File: config.mk
export PLATFORM = sky130hd
export DESIGN_NAME = xdisp_fifo_flat
export DESIGN_NICKNAME = d
export VERILOG_FILES = /design/src/rtl/xdisp_fifo_pkg.sv /design/src/rtl/xdisp_fifo_if.sv /design/src/rtl/xdisp_fifo_ram.sv /design/src/rtl/xdisp_fifo.sv /design/src/flat_wrapper.sv
export SDC_FILE = /design/constraint.sdc
export NUM_CORES = 1
export LEC_CHECK = 0
export ABC_CLOCK_PERIOD_IN_PS = 3600
export BUFFER_PORTS_ARGS = -buffer_cell sky130_fd_sc_hd__buf_2
export CAP_MARGIN = 20
export CORE_ASPECT_RATIO = 1.5
export CORE_MARGIN = 8
export CORE_UTILIZATION = 45
export DETAILED_ROUTE_END_ITERATION = 8
export PLACE_DENSITY = 0.62
export REMOVE_ABC_BUFFERS = 1
export SYNTH_ARGS = -nofsm -noshare
export SYNTH_HDL_FRONTEND = slang
export SYNTH_HIERARCHICAL = 1
export SYNTH_SLANG_ARGS = --single-unit
File: constraint.sdc
create_clock -name clk -period 3.6 [get_ports clk]
set_input_delay 0.54 -clock clk [delete_from_list [all_inputs] [get_ports clk]]
set_output_delay 0.54 -clock clk [all_outputs]
set_load 0.02 [all_outputs]
File: src/rtl/xdisp_fifo_pkg.sv
// -----------------------------------------------------------------------------
// xdisp_pkg : shared definitions for the buffered display-output stage.
//   - default data width and FIFO depth
//   - drain FSM state encoding (IDLE, GAP, CR)
//   - status-word bit positions (for the default depth; status_bit() rebases
//     them for other depths)
//   - carriage-return / line-feed character codes
// Optional feature macro used by the stage: XDISP_FIFO_CRLF_EN.
// -----------------------------------------------------------------------------
package xdisp_pkg;

  localparam int DATA_W_DEF     = 12;
  localparam int DEPTH_LOG2_DEF = 4;

  typedef enum logic [1:0] {
    ST_IDLE = 2'd0,
    ST_GAP  = 2'd1,
    ST_CR   = 2'd2
  } state_e;

  // Status word: count in [DEPTH_LOG2:0], then empty, full, ovf.
  localparam int CNT_LSB   = 0;
  localparam int EMPTY_BIT = CNT_LSB + DEPTH_LOG2_DEF + 1;
  localparam int FULL_BIT  = EMPTY_BIT + 1;
  localparam int OVF_BIT   = FULL_BIT + 1;

  localparam logic [DATA_W_DEF-1:0] CR_CODE = 12'h00D;
  localparam logic [DATA_W_DEF-1:0] LF_CODE = 12'h00A;

  // The flag positions move with the width of the count field.
  function automatic int status_bit(input int base_bit, input int depth_log2);
    return base_bit + depth_log2 - DEPTH_LOG2_DEF;
  endfunction

endpackage

File: src/rtl/xdisp_fifo_if.sv
// -----------------------------------------------------------------------------
// xdisp_fifo_if : CPU-side and display-sink-side signals of xdisp_fifo.
//   sel, we, data_in : CPU select / write enable / write character
//   data_out         : registered status word returned to the CPU
//   disp_ready       : display sink may accept
//   disp_sel         : one-cycle strobe to display sink
//   disp_data        : character to display sink (valid with disp_sel)
// Modports: master (CPU + sink environment), slave (the FIFO stage).
// -----------------------------------------------------------------------------
interface xdisp_fifo_if
  import xdisp_pkg::*;
#(
  parameter int DATA_W = DATA_W_DEF
);
  logic              sel;
  logic              we;
  logic [DATA_W-1:0] data_in;
  logic [DATA_W-1:0] data_out;
  logic              disp_ready;
  logic              disp_sel;
  logic [DATA_W-1:0] disp_data;

  modport master (
    output sel, we, data_in, disp_ready,
    input  data_out, disp_sel, disp_data
  );

  modport slave (
    input  sel, we, data_in, disp_ready,
    output data_out, disp_sel, disp_data
  );
endinterface

File: src/rtl/xdisp_fifo_ram.sv
// -----------------------------------------------------------------------------
// xdisp_fifo_ram : DEPTH x DATA_W storage for xdisp_fifo.
//   clk      in  system clock
//   we_i     in  write strobe
//   waddr_i  in  write address
//   wdata_i  in  write data
//   raddr_i  in  read address
//   rdata_o  out read data (combinational from raddr_i)
// Contents are not reset; validity is tracked by the pointers/count in the top.
// -----------------------------------------------------------------------------
module xdisp_fifo_ram
  import xdisp_pkg::*;
#(
  parameter int DEPTH_LOG2 = DEPTH_LOG2_DEF,
  parameter int DATA_W     = DATA_W_DEF
) (
  input  logic                  clk,
  input  logic                  we_i,
  input  logic [DEPTH_LOG2-1:0] waddr_i,
  input  logic [DATA_W-1:0]     wdata_i,
  input  logic [DEPTH_LOG2-1:0] raddr_i,
  output logic [DATA_W-1:0]     rdata_o
);
  localparam int DEPTH = 1 << DEPTH_LOG2;

  logic [DATA_W-1:0] mem_q [DEPTH];

  always_ff @(posedge clk) begin
    if (we_i) begin
      mem_q[waddr_i] <= wdata_i;
    end
  end

  // Asynchronous read so the drain FSM sees the head entry in the same cycle.
  assign rdata_o = mem_q[raddr_i];

endmodule

File: src/rtl/xdisp_fifo.sv
// -----------------------------------------------------------------------------
// xdisp_fifo : buffered character-output stage feeding the display sink.
//   clk  in  system clock
//   rst  in  asynchronous active-high reset
//   bus  xdisp_fifo_if.slave
//        sel/we/data_in  -> CPU write pushes a character, CPU read (we=0)
//                           latches the status word into data_out
//        disp_ready      -> sink may accept
//        disp_sel/data   <- one-cycle strobe + character per emitted entry
// Status word: {0.., ovf, full, empty, count}; ovf is sticky, read-to-clear.
// Optional macro XDISP_FIFO_CRLF_EN: a line feed at the head is expanded to
// CR followed by LF (CR emitted without popping, LF popped from the CR state).
// -----------------------------------------------------------------------------
module xdisp_fifo
  import xdisp_pkg::*;
#(
  parameter int DEPTH_LOG2 = DEPTH_LOG2_DEF,
  parameter int DATA_W     = DATA_W_DEF,
  parameter int GAP_CYCLES = 0
) (
  input logic         clk,
  input logic         rst,
  xdisp_fifo_if.slave bus
);
  localparam int  DEPTH     = 1 << DEPTH_LOG2;
  localparam int  CW        = DEPTH_LOG2 + 1;
  localparam int  GW        = (GAP_CYCLES > 1) ? $clog2(GAP_CYCLES) : 1;
  localparam bit  HAS_GAP   = (GAP_CYCLES > 0);
  localparam logic [GW-1:0] GAP_LOAD = GW'((GAP_CYCLES > 0) ? GAP_CYCLES - 1 : 0);
  localparam int  EMPTY_POS = status_bit(EMPTY_BIT, DEPTH_LOG2);
  localparam int  FULL_POS  = status_bit(FULL_BIT, DEPTH_LOG2);
  localparam int  OVF_POS   = status_bit(OVF_BIT, DEPTH_LOG2);

  logic [DEPTH_LOG2-1:0] wr_ptr_q, rd_ptr_q;
  logic [CW-1:0]         count_q;
  logic                  ovf_q;
  state_e                state_q, state_d;
  logic [GW-1:0]         gap_cnt_q, gap_cnt_d;
  logic                  disp_sel_q, disp_sel_d;
  logic [DATA_W-1:0]     disp_data_q, disp_data_d;
  logic [DATA_W-1:0]     data_out_q;
`ifdef XDISP_FIFO_CRLF_EN
  // Set while a GAP follows an emitted CR, so GAP returns to CR, not IDLE.
  logic                  cr_pend_q, cr_pend_d;
`endif

  logic              wr_req, rd_req, push, pop, overflow, empty, full, is_lf;
  logic [DATA_W-1:0] head;
  logic [DATA_W-1:0] status;

  assign wr_req   = bus.sel & bus.we;
  assign rd_req   = bus.sel & ~bus.we;
  assign empty    = (count_q == '0);
  assign full     = (count_q == CW'(DEPTH));
  // A write into a full FIFO is still taken when the drain pops on that edge.
  assign push     = wr_req & (~full | pop);
  assign overflow = wr_req & ~push;

`ifdef XDISP_FIFO_CRLF_EN
  assign is_lf = (head == DATA_W'(LF_CODE));
`else
  assign is_lf = 1'b0;
`endif

  xdisp_fifo_ram #(
    .DEPTH_LOG2 (DEPTH_LOG2),
    .DATA_W     (DATA_W)
  ) u_ram (
    .clk     (clk),
    .we_i    (push),
    .waddr_i (wr_ptr_q),
    .wdata_i (bus.data_in),
    .raddr_i (rd_ptr_q),
    .rdata_o (head)
  );

  always_comb begin
    status                   = '0;
    status[CNT_LSB +: CW]    = count_q;
    status[EMPTY_POS]        = empty;
    status[FULL_POS]         = full;
    status[OVF_POS]          = ovf_q;
  end

  // Drain FSM next-state / outputs.
  always_comb begin
    state_d     = state_q;
    gap_cnt_d   = gap_cnt_q;
    disp_sel_d  = 1'b0;
    disp_data_d = disp_data_q;
    pop         = 1'b0;
`ifdef XDISP_FIFO_CRLF_EN
    cr_pend_d   = cr_pend_q;
`endif
    case (state_q)
      ST_IDLE: begin
        if (!empty && bus.disp_ready) begin
          disp_sel_d = 1'b1;
          if (is_lf) begin
`ifdef XDISP_FIFO_CRLF_EN
            // Emit CR first; the LF stays at the head for the CR state.
            disp_data_d = DATA_W'(CR_CODE);
            if (HAS_GAP) begin
              state_d   = ST_GAP;
              gap_cnt_d = GAP_LOAD;
              cr_pend_d = 1'b1;
            end else begin
              state_d   = ST_CR;
            end
`endif
          end else begin
            disp_data_d = head;
            pop         = 1'b1;
            if (HAS_GAP) begin
              state_d   = ST_GAP;
              gap_cnt_d = GAP_LOAD;
            end
          end
        end
      end
      ST_GAP: begin
        if (gap_cnt_q == '0) begin
          state_d = ST_IDLE;
`ifdef XDISP_FIFO_CRLF_EN
          if (cr_pend_q) begin
            state_d = ST_CR;
          end
          cr_pend_d = 1'b0;
`endif
        end else begin
          gap_cnt_d = gap_cnt_q - 1'b1;
        end
      end
`ifdef XDISP_FIFO_CRLF_EN
      ST_CR: begin
        // The LF is still queued, so count is non-zero here.
        if (bus.disp_ready) begin
          disp_sel_d  = 1'b1;
          disp_data_d = head;
          pop         = 1'b1;
          if (HAS_GAP) begin
            state_d   = ST_GAP;
            gap_cnt_d = GAP_LOAD;
          end else begin
            state_d   = ST_IDLE;
          end
        end
      end
`endif
      default: state_d = ST_IDLE;
    endcase
  end

  always_ff @(posedge clk or posedge rst) begin
    if (rst) begin
      wr_ptr_q    <= '0;
      rd_ptr_q    <= '0;
      count_q     <= '0;
      ovf_q       <= 1'b0;
      state_q     <= ST_IDLE;
      gap_cnt_q   <= '0;
      disp_sel_q  <= 1'b0;
      disp_data_q <= '0;
      data_out_q  <= '0;
`ifdef XDISP_FIFO_CRLF_EN
      cr_pend_q   <= 1'b0;
`endif
    end else begin
      if (push) wr_ptr_q <= wr_ptr_q + 1'b1;
      if (pop)  rd_ptr_q <= rd_ptr_q + 1'b1;
      case ({push, pop})
        2'b10:   count_q <= count_q + 1'b1;
        2'b01:   count_q <= count_q - 1'b1;
        default: count_q <= count_q;
      endcase
      if (rd_req) data_out_q <= status;
      // Read clears ovf, but an overflow on the same edge wins.
      ovf_q       <= (ovf_q & ~rd_req) | overflow;
      state_q     <= state_d;
      gap_cnt_q   <= gap_cnt_d;
      disp_sel_q  <= disp_sel_d;
      disp_data_q <= disp_data_d;
`ifdef XDISP_FIFO_CRLF_EN
      cr_pend_q   <= cr_pend_d;
`endif
    end
  end

  assign bus.data_out  = data_out_q;
  assign bus.disp_sel  = disp_sel_q;
  assign bus.disp_data = disp_data_q;

endmodule

File: src/flat_wrapper.sv
// flat-port wrapper written by rule: the top's interface ports become plain ports
module xdisp_fifo_flat import xdisp_pkg::*;
#(
  parameter int DEPTH_LOG2 = DEPTH_LOG2_DEF,
  parameter int DATA_W     = DATA_W_DEF,
  parameter int GAP_CYCLES = 0
)
  (clk, rst, bus_sel, bus_we, bus_data_in, bus_disp_ready, bus_data_out, bus_disp_sel, bus_disp_data);
  xdisp_fifo_if #(.DATA_W(DATA_W)) bus_i ();
  input logic clk;
  input logic rst;
  input wire logic [$bits(bus_i.sel)-1:0] bus_sel;
  input wire logic [$bits(bus_i.we)-1:0] bus_we;
  input wire logic [$bits(bus_i.data_in)-1:0] bus_data_in;
  input wire logic [$bits(bus_i.disp_ready)-1:0] bus_disp_ready;
  output wire logic [$bits(bus_i.data_out)-1:0] bus_data_out;
  output wire logic [$bits(bus_i.disp_sel)-1:0] bus_disp_sel;
  output wire logic [$bits(bus_i.disp_data)-1:0] bus_disp_data;
  assign bus_i.sel = bus_sel;
  assign bus_i.we = bus_we;
  assign bus_i.data_in = bus_data_in;
  assign bus_i.disp_ready = bus_disp_ready;
  assign bus_data_out = bus_i.data_out;
  assign bus_disp_sel = bus_i.disp_sel;
  assign bus_disp_data = bus_i.disp_data;
  xdisp_fifo #(.DEPTH_LOG2(DEPTH_LOG2), .DATA_W(DATA_W), .GAP_CYCLES(GAP_CYCLES)) u_core (.clk(clk), .rst(rst), .bus(bus_i));
endmodule
==> results.md <==
* Setup violations, final at 0
* Ports at 42
* Leak at 3.58 nW
* NetSw at 0.00231 W
* Post_cts resized at 0
* Overall die width at 131 um
* Reg-to-Reg End: u_core/count_q[4]
* Initial antenna violation count at 0
* Period utilization at 72.8%
* GP Congestion at 0.784
* PD cells at 766 nW/um^2
* Synth area leaders: edfxtp_1, dfrtp_1, mux4_2
* Diode count at 0
* Clk slew on worst S/H paths at 60 ps
* Setup Skew at 11.7 ps
* Most frequent cells in the layout: edfxtp_1, buf_2, dfrtp_1, mux4_2
* MaxCap Viol Count at 0
* R2r worst-path depth at 9
* Worst-path maximum fanout at 18
* Gate power share at 26.1%
* Post-synth cell types at 37
* Global-route wire length before repair at 27.2 mm
* Hold WS at 384 ps
* Grt total ovfl at 0
* Full die area at 24,600 um^2
* Worst setup path class: reg2reg
* Yosys warnings at 6
* Setup_tns at 0 ps
* Layout cells sized above 1 at 30.5%
* DRT antenna net count at 0
* Share of power burned in registers at 44.3%
* DRT Wirelength at 17.6 mm
* Vias per Instance at 5.44
* DRC at 0
* Area leader, netlist: edfxtp_1
* HP Start: bus_disp_ready
* Clock power share at 29.6%
* Hold Crit Depth at 3
* Pin slew with the least headroom to its limit at 1020 ps
* Pin count of the biggest net entering global routing at 30
* TritonCTS clock tree: done
* Library cell used as clock root buffer: clkbuf_16
* Fmax at 0.381 GHz
* Via Count at 4,236
* Buffers on Ports at 37
* TritonCTS Sinks at 227
* Critical Path RT at 4020 ps
* Power Internal at 0.00556 W
* Post-synthesis cell count at 431
* Crit. End Element: register
* Switching Share at 29.4%
* Reg-to-Reg Start: u_core/count_q[0]
* Rows at 63
* FILL cells at 1,597
* CTS buffer count at 22
* Hold Path End: u_core/ovf_q
* Vias in the first global route at 4,491
* Pre-antenna DRT Iters at 4
* Flops & latches, synth at 227
* Overall routing resource usage at 14.9%
* Hold violation count in the final report at 0
* Tightest Hold Check Type: in2reg
* Yosys top cell area share at 64.8%
* Syn Area/Cell at 20.6 um^2
* Power Total at 0.00788 W
* Sequential cell area fraction in the yosys report at 74.7%
* Dpl hpwl at 11.2 mm
* Max clock buf depth at 3
* Starting DRT DRC Count at 381
* Die H at 188 um
* WL per Instance at 22.6 um
* CORE AREA at 19,500 um^2
* Slew margin rel. at 32.1%
* Fraction of registers with async set/reset at 15.4%
* Outcome: finished, final reports clean
* H-tree depth at 1
* R2R Setup Slk at 980 ps
* Fin crit period at 2620 ps
* Commonest non-fill, non-tap cell in the layout: edfxtp_1
* Count of pins over their slew limit at 0
* Layout area overhead at 15.6%
* RSZ-0062 raised after global routing: false
* Maximum vdd drop at 316 uV
* Mapped cell area at 8890 um^2
* Most used flip-flop cell after synthesis: edfxtp_1
* Critical path arrival at 3040 ps
* Post-CTS setup buffer count at 0
* Nets at 526
* CTS Hold Bufs at 0
* Clock latency on the worst-skew pair at 500 ps
* CP startpoint kind: register
* Post-synth EDFFs at 192
* Initial Utilization at 45.5%
## kinds of logic (layout without fill, tap and decap cells)
| family | after synthesis | in the layout | synth area share, % |
|---|---|---|---|
| xor gates and xnor gates | 10 | 10 | 0.985 |
| adders and majority gates | 7 | 7 | 1.07 |
| AOI/OAI and AO/OA | 36 | 36 | 2.93 |
| buffers and inverters | 25 | 109 | 1.83 |
| and+or+nand+nor | 57 | 57 | 3.17 |
| muxes | 68 | 68 | 15.3 |
| other | 1 | 4 | 0.0422 |
| DFF | 227 | 227 | 74.7 |
## power by group through the flow
stage               Sequential (W)  Clock (W)  Combinational (W)
floorplan                  0.00367          0            0.00122
global route               0.00354    0.00249            0.00224
global placement           0.00354          0            0.00202
finish                     0.00349    0.00233            0.00205
detailed placement         0.00355          0            0.00206
CTS                        0.00350    0.00238            0.00207
## synth_stat cells (all sizes together) (2+ instances only)
master,number
xnor2,7
buf,13
nand4,2
nand2,23
nor2b,2
nand2b,3
ha,6
clkbuf,8
mux4,48
edfxtp,192
mux2,20
nor3,5
nand3b,2
inv,4
a21oi,3
dfrtp,35
nor2,13
a22oi,24
nand3,2
o21ai,5
xor2,3
## worst max-delay path, stage by stage, from the launching register on
cell	delay, ps
dfrtp_1	470
nor4_4	420
a21oi_4	90
buf_4	230
ha_1	310
fa_1	450
nand3_1	120
a21boi_0	90
nor3_1	220
xnor2_1	140
## layout make-up
| cell class | instances | area (um^2) | area share [%] |
|---|---|---|---|
| repair buffers | 65 | 443 | 4.31 |
| well taps | 260 | 325 | 3.16 |
| flip-flops and latches | 227 | 6640 | 64.6 |
| multi-input cells | 182 | 2120 | 20.6 |
| clock inverters | 12 | 141 | 1.37 |
| inverters | 4 | 15.0 | 0.146 |
| clock buffers | 28 | 594 | 5.78 |
## layer usage
metal / vias to the layer above / track usage, % / part of all wire, %
met5: - / 0 / 0
met4: 0 / 5.72 / 3.1
met3: 39 / 2.07 / 5.1
met2: 115 / 25.7 / 52
met1: 2190 / 18.4 / 40
li1: 1892 / - / -
## how the worst max path moves through the flow
| stage | depth (start not counted) | slack (ps) | startpoint | end |
|---|---|---|---|---|
| final | 9 | 980 | u_core/count_q[0] | u_core/count_q[4] |
| after global routing | 10 | 760 | u_core/count_q[0] | u_core/count_q[3] |
| after CTS | 9 | 940 | u_core/count_q[0] | u_core/count_q[4] |
| after detailed placement | 9 | 980 | u_core/count_q[0] | u_core/count_q[4] |
| after global placement | 9 | 1030 | u_core/count_q[0] | u_core/count_q[4] |
| after floorplan | 4 | 430 | u_core/rd_ptr_q[0] | u_core/bus.disp_data[0] |
## stage by stage
| step | util (%) | std cells | cell area [um^2] | setup slack, ps |
|---|---|---|---|---|
| after floorplan | - | 413 | 8760 | 430 |
| after global placement | 48.6 | 735 | 9500 | 1030 |
| after detailed placement | 48.6 | 735 | 9500 | 979 |
| after CTS | 52.4 | 775 | 10200 | 945 |
| after global routing | 52.6 | 778 | 10300 | 760 |
| final | 52.6 | 778 | 10300 | 978 |
## flip-flops by register name (all words and copies together) (netlist names)
name,cells
u_core/count_q,5
u_core/ovf_q,1
u_core/bus.disp_sel,1
u_core/bus.disp_data,12
u_core/u_ram/mem_q,192
u_core/wr_ptr_q,4
u_core/rd_ptr_q,4
u_core/bus.data_out,8
No activity file was read; power rests on OpenSTA's default activity.
